<file path="src/rtl/reg_bank_seq_if.sv">
// Purpose: request/operand/write-back signal bundle between a requester and reg_bank_seq.
// Latency: none (wires only).
// Backpressure: requester holds req_valid until it sees req_ready at a clock edge.
//
// Signals:
//   req_valid/req_ready   one-at-a-time request handshake
//   req_srca/srcb/dst/wb  operand A/B indices, write-back index, write-back flag
//   outenA/outenB/load    one-hot (or zero) register bus enables and load strobes
//   opnd_valid            operands on buses A/B this cycle
//   res_valid             result present on the register input bus
//   busy                  sequencer not idle
//   err_idx/err_timeout   single-cycle error pulses
interface reg_bank_seq_if #(
  parameter int NREG = 8,
  parameter int IDXW = 3
);
  logic            req_valid;
  logic            req_ready;
  logic [IDXW-1:0] req_srca;
  logic [IDXW-1:0] req_srcb;
  logic [IDXW-1:0] req_dst;
  logic            req_wb;
  logic [NREG-1:0] outenA;
  logic [NREG-1:0] outenB;
  logic [NREG-1:0] load;
  logic            opnd_valid;
  logic            res_valid;
  logic            busy;
  logic            err_idx;
  logic            err_timeout;

  // Requester side.
  modport master (
    output req_valid, req_srca, req_srcb, req_dst, req_wb, res_valid,
    input  req_ready, outenA, outenB, load, opnd_valid, busy, err_idx, err_timeout
  );

  // Sequencer side.
  modport slave (
    input  req_valid, req_srca, req_srcb, req_dst, req_wb, res_valid,
    output req_ready, outenA, outenB, load, opnd_valid, busy, err_idx, err_timeout
  );
endinterface

</file>
<file path="src/rtl/reg_bank_seq.sv">
// Purpose: sequences one register-bank operation at a time: operand read, wait for result, write-back.
// Latency: read 1 cycle after accept; load 1 cycle after res_valid; non-wb ops accept every 2 cycles.
// Backpressure: req_ready is high only in IDLE; one request in flight, no queueing.
//
// Ports:
//   clk, rst  rising-edge clock, synchronous active-high reset
//   bus       reg_bank_seq_if slave modport (request handshake, bus enables,
//             result strobe, busy and error pulses)
//
// All bus enables are decoded from state and latched fields only, so a
// late-arriving req_*/res_valid can never create a second driver on a
// tri-state bus within the same cycle.
module reg_bank_seq #(
  parameter int NREG       = 8,
  parameter int IDXW       = 3,
  parameter int WB_TIMEOUT = 15
) (
  input  logic          clk,
  input  logic          rst,
  reg_bank_seq_if.slave bus
);

  // Counter only has to hold 0 .. WB_TIMEOUT-1.
  localparam int              CNTW     = (WB_TIMEOUT > 1) ? $clog2(WB_TIMEOUT) : 1;
  localparam logic [CNTW-1:0] CNT_LAST = CNTW'(WB_TIMEOUT - 1);

  // Index range check is done one bit wider so that NREG == 2**IDXW
  // compares correctly instead of truncating NREG to zero.
  localparam int              IDXW1  = IDXW + 1;
  localparam logic [IDXW:0]   NREG_W = IDXW1'(NREG);

  typedef enum logic [1:0] {
    IDLE  = 2'd0,
    READ  = 2'd1,
    WAIT  = 2'd2,
    WRITE = 2'd3
  } state_t;

  state_t          state_q, state_d;
  logic [CNTW-1:0] cnt_q, cnt_d;
  logic            err_idx_q, err_idx_d;
  logic            err_to_q, err_to_d;

  logic [IDXW-1:0] srca_q, srcb_q, dst_q;
  logic            wb_q;

  logic            accept;
  logic            bad_idx;

  assign accept = (state_q == IDLE) && bus.req_valid;

  // dst only matters when the op actually writes back.
  assign bad_idx = ({1'b0, bus.req_srca} >= NREG_W) ||
                   ({1'b0, bus.req_srcb} >= NREG_W) ||
                   (bus.req_wb && ({1'b0, bus.req_dst} >= NREG_W));

  // ---------------------------------------------------------------------
  // State register, WAIT counter and error pulse flops
  // ---------------------------------------------------------------------
  always_ff @(posedge clk) begin
    if (rst) begin
      state_q   <= IDLE;
      cnt_q     <= '0;
      err_idx_q <= 1'b0;
      err_to_q  <= 1'b0;
    end else begin
      state_q   <= state_d;
      cnt_q     <= cnt_d;
      err_idx_q <= err_idx_d;
      err_to_q  <= err_to_d;
    end
  end

  // Request fields are captured on every accepted request, including a
  // rejected one; a rejected request never leaves IDLE so the stale copy
  // is never decoded onto the buses.
  always_ff @(posedge clk) begin
    if (rst) begin
      srca_q <= '0;
      srcb_q <= '0;
      dst_q  <= '0;
      wb_q   <= 1'b0;
    end else if (accept) begin
      srca_q <= bus.req_srca;
      srcb_q <= bus.req_srcb;
      dst_q  <= bus.req_dst;
      wb_q   <= bus.req_wb;
    end
  end

  // ---------------------------------------------------------------------
  // Next-state logic
  // ---------------------------------------------------------------------
  always_comb begin
    state_d   = state_q;
    cnt_d     = '0;
    err_idx_d = 1'b0;
    err_to_d  = 1'b0;

    unique case (state_q)
      IDLE: begin
        if (accept) begin
          if (bad_idx) begin
            err_idx_d = 1'b1;
          end else begin
            state_d = READ;
          end
        end
      end

      READ: begin
        state_d = wb_q ? WAIT : IDLE;
      end

      // res_valid is checked before the limit so a result arriving on the
      // final count cycle still gets written back.
      WAIT: begin
        if (bus.res_valid) begin
          state_d = WRITE;
        end else if (cnt_q == CNT_LAST) begin
          state_d  = IDLE;
          err_to_d = 1'b1;
        end else begin
          cnt_d = cnt_q + CNTW'(1);
        end
      end

      WRITE: begin
        state_d = IDLE;
      end

      default: begin
        state_d = IDLE;
      end
    endcase
  end

  // ---------------------------------------------------------------------
  // Outputs: decoded from flops only. Each enable vector is a single
  // shifted bit or zero, so at most one driver per bus by construction.
  // ---------------------------------------------------------------------
  assign bus.outenA      = (state_q == READ)  ? (NREG'(1) << srca_q) : '0;
  assign bus.outenB      = (state_q == READ)  ? (NREG'(1) << srcb_q) : '0;
  assign bus.load        = (state_q == WRITE) ? (NREG'(1) << dst_q)  : '0;
  assign bus.opnd_valid  = (state_q == READ);
  assign bus.req_ready   = (state_q == IDLE);
  assign bus.busy        = (state_q != IDLE);
  assign bus.err_idx     = err_idx_q;
  assign bus.err_timeout = err_to_q;

endmodule

</file>
<file path="src/flat_wrapper.sv">
// flat-port wrapper written by rule: the top's interface ports become plain ports
module reg_bank_seq_flat 
#(
  parameter int NREG       = 8,
  parameter int IDXW       = 3,
  parameter int WB_TIMEOUT = 15
)
  (clk, rst, bus_req_valid, bus_req_srca, bus_req_srcb, bus_req_dst, bus_req_wb, bus_res_valid, bus_req_ready, bus_outenA, bus_outenB, bus_load, bus_opnd_valid, bus_busy, bus_err_idx, bus_err_timeout);
  reg_bank_seq_if #(.NREG(NREG), .IDXW(IDXW)) bus_i ();
  input  logic clk;
  input  logic rst;
  input wire logic [$bits(bus_i.req_valid)-1:0] bus_req_valid;
  input wire logic [$bits(bus_i.req_srca)-1:0] bus_req_srca;
  input wire logic [$bits(bus_i.req_srcb)-1:0] bus_req_srcb;
  input wire logic [$bits(bus_i.req_dst)-1:0] bus_req_dst;
  input wire logic [$bits(bus_i.req_wb)-1:0] bus_req_wb;
  input wire logic [$bits(bus_i.res_valid)-1:0] bus_res_valid;
  output wire logic [$bits(bus_i.req_ready)-1:0] bus_req_ready;
  output wire logic [$bits(bus_i.outenA)-1:0] bus_outenA;
  output wire logic [$bits(bus_i.outenB)-1:0] bus_outenB;
  output wire logic [$bits(bus_i.load)-1:0] bus_load;
  output wire logic [$bits(bus_i.opnd_valid)-1:0] bus_opnd_valid;
  output wire logic [$bits(bus_i.busy)-1:0] bus_busy;
  output wire logic [$bits(bus_i.err_idx)-1:0] bus_err_idx;
  output wire logic [$bits(bus_i.err_timeout)-1:0] bus_err_timeout;
  assign bus_i.req_valid = bus_req_valid;
  assign bus_i.req_srca = bus_req_srca;
  assign bus_i.req_srcb = bus_req_srcb;
  assign bus_i.req_dst = bus_req_dst;
  assign bus_i.req_wb = bus_req_wb;
  assign bus_i.res_valid = bus_res_valid;
  assign bus_req_ready = bus_i.req_ready;
  assign bus_outenA = bus_i.outenA;
  assign bus_outenB = bus_i.outenB;
  assign bus_load = bus_i.load;
  assign bus_opnd_valid = bus_i.opnd_valid;
  assign bus_busy = bus_i.busy;
  assign bus_err_idx = bus_i.err_idx;
  assign bus_err_timeout = bus_i.err_timeout;
  reg_bank_seq #(.NREG(NREG), .IDXW(IDXW), .WB_TIMEOUT(WB_TIMEOUT)) u_core (.clk(clk), .rst(rst), .bus(bus_i));
endmodule
</file>
<file path="config.mk">
export PLATFORM = sky130hd
export DESIGN_NAME = reg_bank_seq_flat
export DESIGN_NICKNAME = d
export VERILOG_FILES = /design/src/rtl/reg_bank_seq_if.sv /design/src/rtl/reg_bank_seq.sv /design/src/flat_wrapper.sv
export SDC_FILE = /design/constraint.sdc
export NUM_CORES = 1
export LEC_CHECK = 0
export CAP_MARGIN = 5
export CORE_ASPECT_RATIO = 1.2
export CORE_MARGIN = 2
export CORE_UTILIZATION = 39
export CTS_CLUSTER_SIZE = 16
export DETAILED_ROUTE_END_ITERATION = 8
export PLACE_DENSITY = 0.83
export SKIP_CTS_REPAIR_TIMING = 1
export SYNTH_ARGS = -nofsm -noshare
export SYNTH_HDL_FRONTEND = slang
export SYNTH_SLANG_ARGS = --single-unit
export TNS_END_PERCENT = 50
</file>
<file path="constraint.sdc">
create_clock -name clk -period 1.46 [get_ports clk]
set_input_delay 0.365 -clock clk [delete_from_list [all_inputs] [get_ports clk]]
set_output_delay 0.365 -clock clk [all_outputs]
set_load 0.01 [all_outputs]
</file>
==> results of run 1 <==
area by class of cell:
type,count,area share
multi-input cells,82,0.4138
repair buffers,53,0.2831
flip-flops and latches,17,0.2505
well taps,30,0.02722
clock buffers,3,0.01633
inverters,2,0.005445
clock inverters,1,0.003630
cells by family after synthesis:
logic type / count (synthesis)
fa+ha+maj: 2
xor+xnor: 2
simple gates: 64
flops: 17
mux: 11
compound gates: 2
buf+inv: 7
other cells: 1
through the flow:
stage	hold WS [ns]	utilization	setup slack, ns	setup TNS [ns]
finish	0.4674	0.6655	-0.1989	-3.608
CTS	0.4796	0.6552	-0.6269	-14.84
global route	0.4825	0.6655	-0.2760	-5.268
global placement	0.4442	0.6419	-0.2488	-6.202
floorplan	0.4297	-	0.03490	0
detailed placement	0.4562	0.6419	-0.2909	-7.152
how the worst min path moves through the flow:
stage	slack, ns	cells after the start	from	end
2_1_floorplan	0.43	1	u_core.cnt_q[0]	u_core.cnt_q[0]
3_5_place_dp	0.46	1	u_core.cnt_q[0]	u_core.cnt_q[0]
6_report	0.47	2	u_core.wb_q	u_core.state_q[1]
4_1_cts	0.48	2	u_core.wb_q	u_core.state_q[1]
5_1_grt	0.48	2	u_core.wb_q	u_core.state_q[1]
3_3_place_gp	0.44	1	u_core.cnt_q[0]	u_core.cnt_q[0]
layer usage:
layer / track usage / routed length (um)
met2: 0.2955 / 1135
met4: 0.07143 / 41
met1: 0.1593 / 839
met3: 0.03922 / 186
met5: 0 / 0
report_power, final:
| group | internal (uW) | switching (uW) | leakage (uW) |
|---|---|---|---|
| Sequential | 486 | 29.1 | 0.000140 |
| Clock | 102 | 146 | 0.0000177 |
| Combinational | 109 | 84.6 | 0.000512 |
| Total | 696 | 260 | 0.000670 |
cells in the final DEF, fill, tap and decap left out, types with 5 or more instances in the layout:
cell and n:
clkdlybuf4s50_1 13, mux2i_1 11, dfxtp_1 13, buf_2 24, nand2b_1 6, buf_4 8
nor2_1 26, nor3_2 6, nor2_2 6, nand2_1 5
state kept, by name, indices dropped and copies added (netlist names):
register / count
u_core.srcb_q: 3
u_core.bus.err_timeout: 1
u_core.cnt_q: 4
u_core.dst_q: 3
u_core.state_q: 2
u_core.srca_q: 3
u_core.wb_q: 1
critical path: stages (launching register included):
cell	delay, ns
dfxtp_2	0.34
and2b_4	0.33
nand2b_4	0.09
nor3_2	0.10
buf_2	0.15
==> impl_metrics.yaml, run 1 <==
status:
  status: "finished, violations left"
  violations: "negative setup slack"
clock_tree:
  cts_tree: "built"
  cts-root-buf: "clkbuf_4"
  cts_buffer_depth: 2
  h-tree-depth: 1
  clock-sinks: 17
  clkTransAtPathRegs_ns: 0.10
  clock_latency_ns: 0.29
  cts_buffers: 3
logic_synthesis:
  netlist_area_sq_um: 863.3
  synth_top_family_by_area: "simple AND/OR/NAND/NOR gates"
  synthFlopType: "dfxtp_1"
  synthCells: 106
  yosysMostFrequentCell: "nor2_1"
  synth_compound_area_frac: 0.01159
  synth_xor_area_frac: 0.02029
  synth_area_leader_cell: "dfxtp_1"
  synth_area_per_cell_sq_um: 8.145
  ys_seq_area_frac: 0.3942
  synthArstFlopShare: 0
  syn-num-nets: 122
  synth_top_area_frac: 0.3942
  yosysUniqueCellTypes: 22
  synth_mux_area_frac: 0.1275
  synth_commonest_cells: "nor2_1, dfxtp_1, mux2i_1"
  synthAdderAreaFrac: 0.02899
  yosysWarningCount: 0
  synth_edf_count: 0
  synth_area_leaders: "dfxtp_1, nor2_1, mux2i_1, nand2b_1, nor3_1"
  synth-simple-area-share: 0.3565
  ys_seq_elements: 17
setup_path:
  reg2reg_depth: 6
  r2r-end: "u_core.wb_q"
  cp_max_fo: 6
  crit_start: "u_core.state_q[1]"
  critPathArrivalTime_ns: 1.29
  r2r_setup_slack_ns: 0.09
  crit_end: "bus_outenB[0]"
  r2r-start: "u_core.state_q[1]"
  setup.worst_path.start_class: "flop"
  crit_type: "reg2out"
  cp.required_ns: 1.10
  setup.worst_path.end_class: "primary output"
layout:
  area_growth_pct: 59.71
  fin_area_sq_mm: 0.001379
  multi_input_area_sq_um: 570.5
  n_antenna_cell: 0
  ff_latch_area_sq_um: 345.3
  instances_no_fill: 188
  drive_gt1_frac: 0.4241
  fin_nets: 175
  fillCellCount: 186
power_and_ir_drop:
  totalPowerFinal_uw: 956.6
  p_leak_uw: 0.0006703
  ir_drop_mv: 0.5936
  cellPowerDensity_mw_per_mm2: 693.8
sta:
  setup_viol: 23
  grt_setup_unrepaired: "true"
  report.final.slew_viol_count: 0
  period_minus_slack_ns: 1.659
  finalClockSkew_ns: 0.01048
  max_freq_mhz: 602.8
  hold_violations: 0
  period_share: 1.136
  fin_ws_ns: -0.1989
grt:
  track_usage: 0.1620
  grt_pass1_vias: 810
  grt_pass1_wl_um: 3180
  gr-total-overflow: 0
  grt_max_degree: 11
  antenna_found_initial: 0
floorplanning:
  fp.dieH_um: 55.54
  die_x_um: 46.95
  rows: 18
  initial_core_util: 0.4167
  dieArea_sq_mm: 0.002608
  io_pins: 43
  core_region_area_sq_mm: 0.002072
detailed_routing:
  drc: 0
  via_per_inst: 4.824
  routed_wl_um: 2202
  dr.pass1.iters: 4
  num_vias: 907
  ant_nets: 0
  wl_per_cell_um: 11.71
  first_iter_violations: 7
run:
  maxCapViolations: 0
worst_hold_path:
  hold_path.class: "reg2reg"
placement:
  place_congestion: 0.7033
  hpwl_um: 1679
  port_buffers: 41
  place_inst: 180
  placed_cell_area_sq_mm: 0.001330
Power figures use the tool's default switching activity.
==> run 2, diff against run 1 <==
CORE_UTILIZATION = 40   (was 39)
CTS_CLUSTER_SIZE = 24   (was 16)
DONT_BUFFER_PORTS = 1   (was default)
PLACE_DENSITY = 0.59   (was 0.83)
==> run 2 against run 1 <==
The run still ends with negative setup slack left. Core utilization fell by 14 points. Combinational power fell by 31%. Clock-buffer cell count did not move. Non-clock buffer count fell by 42.
==> impl_metrics.yaml, run 2 (synthesis results as in run 1) <==
setup_path:
  critPathArrivalTime_ns: 1.30
  cp.required_ns: 1.10
  setup.worst_path.end_class: "primary output"
  setup.worst_path.start_class: "flop"
  cp_max_fo: 6
  crit_type: "reg2out"
status:
  violations: "negative setup slack"
  status: "finished, violations left"
floorplanning:
  io_pins: 43
  rows: 18
  dieArea_sq_mm: 0.002547
  initial_core_util: 0.4212
  die_x_um: 46.41
  fp.dieH_um: 54.89
  core_region_area_sq_mm: 0.002049
grt:
  use_met3: 0.06818
  grt_pass1_vias: 567
  grt_pass1_wl_um: 2387
  use_met2: 0.2477
  met1_usage: 0.1260
  grt_max_degree: 15
  track_usage: 0.1362
  grt.busiest_layer: "met2"
  antenna_found_initial: 0
  gr-total-overflow: 0
layout:
  instances_no_fill: 146
  fin_nets: 133
  largest_reg_flops: 4
  fin_area_sq_mm: 0.001077
  utilization: 0.5256
  largest_register: "u_core.cnt_q"
  fillCellCount: 211
  n_antenna_cell: 0
  final_common_cell: "nor2_1"
  area_growth_pct: 24.78
  final_cell_mix: "nor2_1, dfxtp_1, mux2i_1, buf_4, nor2_2"
  drive_gt1_frac: 0.3362
power_and_ir_drop:
  ir_drop_mv: 0.7650
  cellPowerDensity_mw_per_mm2: 831.9
  totalPowerFinal_uw: 896.2
  p_leak_uw: 0.0004216
detailed_routing:
  first_iter_violations: 9
  drc: 0
  ant_nets: 0
  num_vias: 704
  via_per_inst: 4.822
  dr.pass1.iters: 4
  routed_wl_um: 1776
  wl_per_cell_um: 12.16
placement:
  hpwl_um: 1277
  placed_cell_area_sq_um: 927.1
  place_congestion: 0.6887
  place_inst: 140
  port_buffers: 0
clock_tree:
  cts_buffers: 3
  h-tree-depth: 1
  clock_latency_ns: 0.29
  cts_buffer_depth: 2
  cts_tree: "built"
  cts-root-buf: "clkbuf_4"
  clock-sinks: 17
  clkTransAtPathRegs_ns: 0.10
sta:
  period_minus_slack_ns: 1.665
  setup_viol: 25
  max_freq_mhz: 600.5
  period_share: 1.141
  hold_violations: 0
  finalClockSkew_ns: 0.008595
  holdWs_ns: 0.1253
  grt_setup_unrepaired: "true"
  fin_ws_ns: -0.2052
  report.final.slew_viol_count: 0
run:
  maxCapViolations: 0
worst_hold_path:
  hold_path.class: "in2reg"
-- run 2: cell types whose count changed in the layout (fill, tap and decap cells not counted), moves of 3 or more --
cell / before / now
clkdlybuf4s50_1: 13 / 0
buf_2: 24 / 0
dfxtp_2: 4 / 1
buf_4: 8 / 11
buf_6: 4 / 0
dfxtp_1: 13 / 16
-- run 2: area by class of cell --
type / instances / area, sq um / area share
repair buffers: 11 / 82.58 / 0.07666
flip-flops and latches: 17 / 341.6 / 0.3171
clock buffers: 3 / 22.52 / 0.02091
well taps: 30 / 37.54 / 0.03484
multi-input cells: 82 / 580.6 / 0.5389
inverters: 2 / 7.507 / 0.006969
clock inverters: 1 / 5.005 / 0.004646
-- run 2: critical path, cell delays in order, from the launching register on --
cell,delay [ns]
dfxtp_1,0.32
and2b_4,0.34
nand2b_4,0.09
nor3_2,0.11
buf_4,0.14
-- run 2: layer usage --
metal  wire length (um)  vias up
met5                  0        -
met4                 21        0
met3                153        4
met2                901       24
met1                700      317
li1                   -      359
-- run 2: power by group --
part	switching, uW	internal, uW	total [uW]
combinational	67.3	66.8	134
clock	144	102	246
sequential	31.0	485	516
-- run 2: final timing paths --
check	from	to	slack [ns]	cells after the start
setup reg to reg	u_core.state_q[0]	u_core.srca_q[0]	0.19	5
hold / removal	rst	u_core.state_q[0]	0.13	1
setup / recovery	u_core.state_q[1]	bus_outenB[0]	-0.21	4
hold reg to reg	u_core.wb_q	u_core.state_q[1]	0.47	2
-- run 2: stage by stage --
stage	setup WS [ns]	setup TNS, ns
after floorplan	0.03490	0
after global placement	0.1434	0
after detailed placement	0.07696	0
after CTS	-0.2725	-3.756
after global routing	-0.2763	-5.101
final	-0.2052	-3.006
==> RTL edit 1 (flow settings as in run 2) <==
The 4 states of `state_t` get a one-hot encoding in 4 bits.
--- a/src/rtl/reg_bank_seq.sv
+++ b/src/rtl/reg_bank_seq.sv
@@ -29,11 +29,11 @@
   localparam int              IDXW1  = IDXW + 1;
   localparam logic [IDXW:0]   NREG_W = IDXW1'(NREG);
 
-  typedef enum logic [1:0] {
-    IDLE  = 2'd0,
-    READ  = 2'd1,
-    WAIT  = 2'd2,
-    WRITE = 2'd3
+  typedef enum logic [3:0] {
+    IDLE  = 4'b0001,
+    READ  = 4'b0010,
+    WAIT  = 4'b0100,
+    WRITE = 4'b1000
   } state_t;
 
   state_t          state_q, state_d;
Check against the original RTL: no difference found for any inputs over 10 cycles, from zero or initial values and one cycle with rst high; not proved beyond that.
==> RTL edit 1 against run 2 <==
  * The run still ends with negative setup slack left
  * Critical path depth stayed put
  * Global-route usage grew 2.6 points
  * Wire length grew 39%
  * Synthesized cell count rose by 20%
  * Largest cell class unchanged
  * Design area rose by 21%
  * Sequential cell count increased by 2
  * Worst setup slack got worse by 0.20 ns
  * Sequential share of layout area fell by 1.8 points
  * Area after synthesis is 12% higher
  * Total power increased by 15%
==> RTL edit 1: results (changes against run 2) <==
{| class="wikitable"
! Metric !! Value
|-
| Post-placement cell area || 1091 sq um (+18%)
|-
| Maximum number of pins on one net before global-route repair || 14 (-1)
|-
| Mapped Cells || 127 (+20%)
|-
| Startpoint of the most critical setup path || u_core.state_q[3]
|-
| Final critical-path setup slack || -0.4012 ns (-0.1960 ns)
|-
| Setup TNS || -7.967 ns (-4.961 ns)
|-
| Source of the worst register-to-register timing path || u_core.state_q[1]
|-
| Setup slack of the worst register-to-register path || 0.04 ns (-0.15 ns)
|-
| Critical Path AT || 1.50 ns (+0.20 ns)
|-
| Routability congestion estimate || 0.7211 (+4.7%)
|-
| Final-layout worst hold slack || 0.1206 ns (-0.004696 ns)
|-
| Clock skew after layout || 0.004414 ns (-0.004182 ns)
|-
| Top fanout value on the critical path || 4 (-2)
|-
| Peak per-stage delay on the critical path || 0.37 ns (+0.03 ns)
|-
| Placed Instances || 161 (+15%)
|-
| Wire length of the first global-routing pass || 3546 um (+49%)
|-
| Finish-stage setup viols || 27 (+8.0%)
|-
| Largest vdd supply drop || 0.5202 mV (-32%)
|-
| Post-Place Setup Slack || -0.06949 ns (-0.1465 ns)
|-
| Mean routed wirelength per cell || 14.76 um (+21%)
|-
| Failing checks || negative setup slack
|-
| Ratio of cells with drive above 1 in the final layout || 38.24% (+4.6 points)
|-
| Nets in the synthesized netlist || 143 (+17%)
|-
| Total via count after detailed routing || 935 (+33%)
|-
| Via-per-instance ratio || 5.599 (+16%)
|-
| Dpl hpwl || 1650 um (+29%)
|-
| Standby leakage power || 0.4075 nW (-3.3%)
|-
| Layout Nets || 153 (+15%)
|-
| Aggregate global-route resource usage || 16.24% (+2.6 points)
|-
| Hold path startpoint || rst
|-
| Register area share after synthesis || 39.18% (-0.25 points)
|-
| Cell types occupying the most area after synthesis || sky130_fd_sc_hd__dfxtp_1 39%, sky130_fd_sc_hd__nor2_1 8.9%, sky130_fd_sc_hd__nand3_1 6.7%, sky130_fd_sc_hd__nand2b_1 5.8%, sky130_fd_sc_hd__a21oi_1 5.7%
|-
| Status || finished, violations left
|-
| Iteration-0 DRC count of the detailed router || 8 (-1)
|}
## RTL edit 1: final cells by class
class,count,area (sq um)
Inverter,3,13.76
Clock buffer,4,26.28
Multi-Input combinational cell,99,752.0
Timing Repair Buffer,11,82.58
Sequential cell,19,390.4
Fill cell,221,1002
Tap cell,31,38.79
## RTL edit 1: worst max-delay path, delay by kind of cell, from the launching register on
family,cells,cell delay [ns]
buffers and inverters,1,0.20
DFF,1,0.37
and+or+nand+nor,3,0.64
## RTL edit 1: final timing paths
path / to / depth (start not counted)
worst max register to register: u_core.srca_q[1] / 5
worst min register to register: u_core.cnt_q[0] / 1
worst max-delay path: bus_outenB[7] / 4
worst min-delay path: u_core.wb_q / 1
## RTL edit 1: metal layers
metal	share of wire, %	vias to the layer above	global-route usage, %
li1	-	452	-
met1	40	455	17.97
met2	54	24	28.57
met3	4.7	4	4.381
met4	1.5	0	8.571
met5	0	-	0
## RTL edit 1: kinds of logic (layout without fill, tap and decap cells)
logic type / count (synthesis) / count (layout) / share of synthesized area [%]
AND/OR/NAND/NOR: 68 / 68 / 37.37
adder cells (fa/ha/maj): 2 / 2 / 2.577
other: 1 / 1 / 0.3862
AO/OA/AOI/OAI: 26 / 26 / 14.30
flip-flops: 19 / 19 / 39.17
buffers and inverters: 9 / 18 / 4.380
XOR/XNOR: 2 / 2 / 1.804
## RTL edit 1: where the power goes
| part | internal [mW] | leakage [nW] | switching (mW) | total, mW |
|---|---|---|---|---|
| logic | 0.0759 | 0.236 | 0.0994 | 0.175 |
| clock network | 0.106 | 0.0150 | 0.159 | 0.266 |
| registers | 0.543 | 0.157 | 0.0437 | 0.586 |
| total | 0.725 | 0.408 | 0.303 | 1.03 |
==> RTL edit 2 (flow settings as in run 2) <==
Without the edit above. `IDXW` is set to 3 in 3 places; all go to 4.
--- a/src/rtl/reg_bank_seq_if.sv
+++ b/src/rtl/reg_bank_seq_if.sv
@@ -12,7 +12,7 @@
 //   err_idx/err_timeout   single-cycle error pulses
 interface reg_bank_seq_if #(
   parameter int NREG = 8,
-  parameter int IDXW = 3
+  parameter int IDXW = 4
 );
   logic            req_valid;
   logic            req_ready;
--- a/src/rtl/reg_bank_seq.sv
+++ b/src/rtl/reg_bank_seq.sv
@@ -12,7 +12,7 @@
 // tri-state bus within the same cycle.
 module reg_bank_seq #(
   parameter int NREG       = 8,
-  parameter int IDXW       = 3,
+  parameter int IDXW       = 4,
   parameter int WB_TIMEOUT = 15
 ) (
   input  logic          clk,
--- a/src/flat_wrapper.sv
+++ b/src/flat_wrapper.sv
@@ -2,7 +2,7 @@
 module reg_bank_seq_flat 
 #(
   parameter int NREG       = 8,
-  parameter int IDXW       = 3,
+  parameter int IDXW       = 4,
   parameter int WB_TIMEOUT = 15
 )
   (clk, rst, bus_req_valid, bus_req_srca, bus_req_srcb, bus_req_dst, bus_req_wb, bus_res_valid, bus_req_ready, bus_outenA, bus_outenB, bus_load, bus_opnd_valid, bus_busy, bus_err_idx, bus_err_timeout);
Interface: changed (resized bus_req_dst, bus_req_srca and bus_req_srcb); port bits go from 43 to 46. The function was not compared with the original's and may differ.
==> RTL edit 2 against run 2 <==
  * Count of clock-buffer cells in the layout unchanged
  * Sequential power rose by 22%
  * Total power up 13%
  * First-iteration DRC count fell by 67%
  * Largest cell class unchanged
  * Area after synthesis grew 18%
  * Highest routed layer unchanged
  * Cell count rose by 14%
  * Worst setup slack got worse by 0.067 ns
  * Combinational power shrank 19%
  * Critical path depth decreased by 1
  * Sequential cell count up 4
  * The run still ends with negative setup slack left
  * Design area is 21% higher
  * Wire length grew 22%
==> RTL edit 2: results (changes against run 2) <==
{| class="wikitable"
! Metric !! Value
|-
| Clock skew after layout || 0.01132 ns (+0.002722 ns)
|-
| End of the worst register-to-register path || u_core.srcb_q[1]
|-
| Cell types occupying the most area after synthesis || sky130_fd_sc_hd__dfxtp_1 41%, sky130_fd_sc_hd__nor2_1 13%, sky130_fd_sc_hd__mux2i_1 13%, sky130_fd_sc_hd__nand2b_1 4.9%, sky130_fd_sc_hd__nor3_1 3.4%
|-
| Standby leakage power || 0.4955 nW (+18%)
|-
| Register area share after synthesis || 41.18% (+1.8 points)
|-
| Nets in the synthesized netlist || 139 (+14%)
|-
| Aggregate global-route resource usage || 13.88% (+0.26 points)
|-
| Most frequent cells after synthesis || 36 x sky130_fd_sc_hd__nor2_1, 21 x sky130_fd_sc_hd__dfxtp_1, 13 x sky130_fd_sc_hd__mux2i_1, 8 x sky130_fd_sc_hd__nand2b_1, 7 x sky130_fd_sc_hd__nor3_1
|-
| Total via count after detailed routing || 854 (+21%)
|-
| Switching power total || 0.2574 mW (+6.2%)
|-
| Setup slack of the worst register-to-register path || 0.01 ns (-0.18 ns)
|-
| Iteration-0 DRC count of the detailed router || 3 (-6)
|-
| Layout Nets || 153 (+15%)
|-
| Wire length of the first global-routing pass || 3194 um (+34%)
|-
| Post-placement cell area || 1122 sq um (+21%)
|-
| Peak per-stage delay on the critical path || 0.39 ns (+0.05 ns)
|-
| Post-Place Setup Slack || -0.004733 ns (-0.08170 ns)
|-
| Length of routed wiring on met1 || 898 um (+28%)
|-
| Worst Reg2Reg Path Length in Cells || 7 (+2)
|-
| Num CTS Buffers || 3 (unchanged)
|-
| Finish-stage setup viols || 26 (+4.0%)
|-
| Setup TNS || -4.969 ns (-1.963 ns)
|-
| Top fanout value on the critical path || 4 (-2)
|-
| Ratio of cells with drive above 1 in the final layout || 33.83% (+0.21 points)
|-
| Dpl hpwl || 1556 um (+22%)
|-
| Maximum number of pins on one net before global-route repair || 19 (+4)
|-
| Clock transition at the registers of the reported paths || 0.12 ns (+0.02 ns)
|-
| Fillers || 237 (+12%)
|-
| Total wirelength of the detailed-routed design || 2168 um (+22%)
|-
| Count of unique library cells instantiated by Yosys || 27 (+23%)
|-
| Share of synthesized flip-flops with an asynchronous set or reset || 0% (unchanged)
|-
| Routability congestion estimate || 0.7129 (+3.5%)
|-
| Routed length on met2 || 1122 um (+25%)
|-
| Number of global-route vias before repair || 737 (+30%)
|-
| Routed wire length on met3 || 137 um (-10%)
|-
| Failing checks || negative setup slack
|-
| Final critical-path setup slack || -0.2724 ns (-0.06727 ns)
|-
| Status || finished, violations left
|-
| Slowest stage cell, crit path || sky130_fd_sc_hd__or3_4
|}
==> RTL edit 2: critical path, delay by kind of cell (launching register included) <==
kind | cells | cell delay [ns]
and+or+nand+nor | 3 | 0.72
DFF | 1 | 0.35
==> RTL edit 2: through the flow <==
| stage | power, mW | std cells | hold WS, ns |
|---|---|---|---|
| after detailed placement | 0.7358 | 156 | 0.4410 |
| after global routing | 1.075 | 166 | 0.08757 |
| after floorplan | 0.7247 | 120 | 0.4300 |
| after CTS | 1.014 | 160 | 0.1038 |
| final | 1.015 | 166 | 0.1088 |
| after global placement | 0.7319 | 156 | 0.4398 |
==> RTL edit 2: cell families after synthesis <==
group / synth area share [%]
xor gates and xnor gates: 1.716
AOI/OAI and AO/OA: 2.451
adders and majority gates: 2.451
buffers and inverters: 5.147
muxes: 12.74
and+or+nand+nor: 34.31
DFF: 41.18
==> RTL edit 2: routing by layer <==
layer	global-route usage, %	up-vias
li1	-	426
met1	16.30	397
met2	24.25	29
met3	3.788	2
met4	4.762	0
met5	0	-
==> RTL edit 2: how the worst min path moves through the flow <==
stage                    start           endpoint  cells after the start  slack, ns
6_report                   rst    u_core.dst_q[2]                      1       0.11
5_1_grt                    rst  u_core.state_q[1]                      1       0.09
2_1_floorplan  u_core.cnt_q[0]    u_core.cnt_q[0]                      1       0.43
3_5_place_dp               rst   u_core.srca_q[1]                      1       0.44
3_3_place_gp               rst    u_core.dst_q[2]                      1       0.44
4_1_cts                    rst   u_core.srca_q[1]                      1       0.10
==> RTL edit 2: layout make-up <==
type / instances / area, sq um / area share (%)
repair buffers: 14 / 127.6 / 9.779
well taps: 33 / 41.29 / 3.164
clock inverters: 1 / 5.005 / 0.3835
inverters: 3 / 11.26 / 0.8629
multi-input cells: 91 / 670.6 / 51.39
flip-flops and latches: 21 / 426.7 / 32.69
clock buffers: 3 / 22.52 / 1.726
==> RTL edit 2: power groups by stage <==
stage                     Sequential (mW)  Combinational, mW  Clock (mW)
after floorplan                     0.634             0.0903           0
after global placement              0.640             0.0923           0
after detailed placement            0.641             0.0945           0
after CTS                           0.629             0.0946       0.291
after global routing                0.636              0.120       0.319
final                               0.630              0.109       0.275
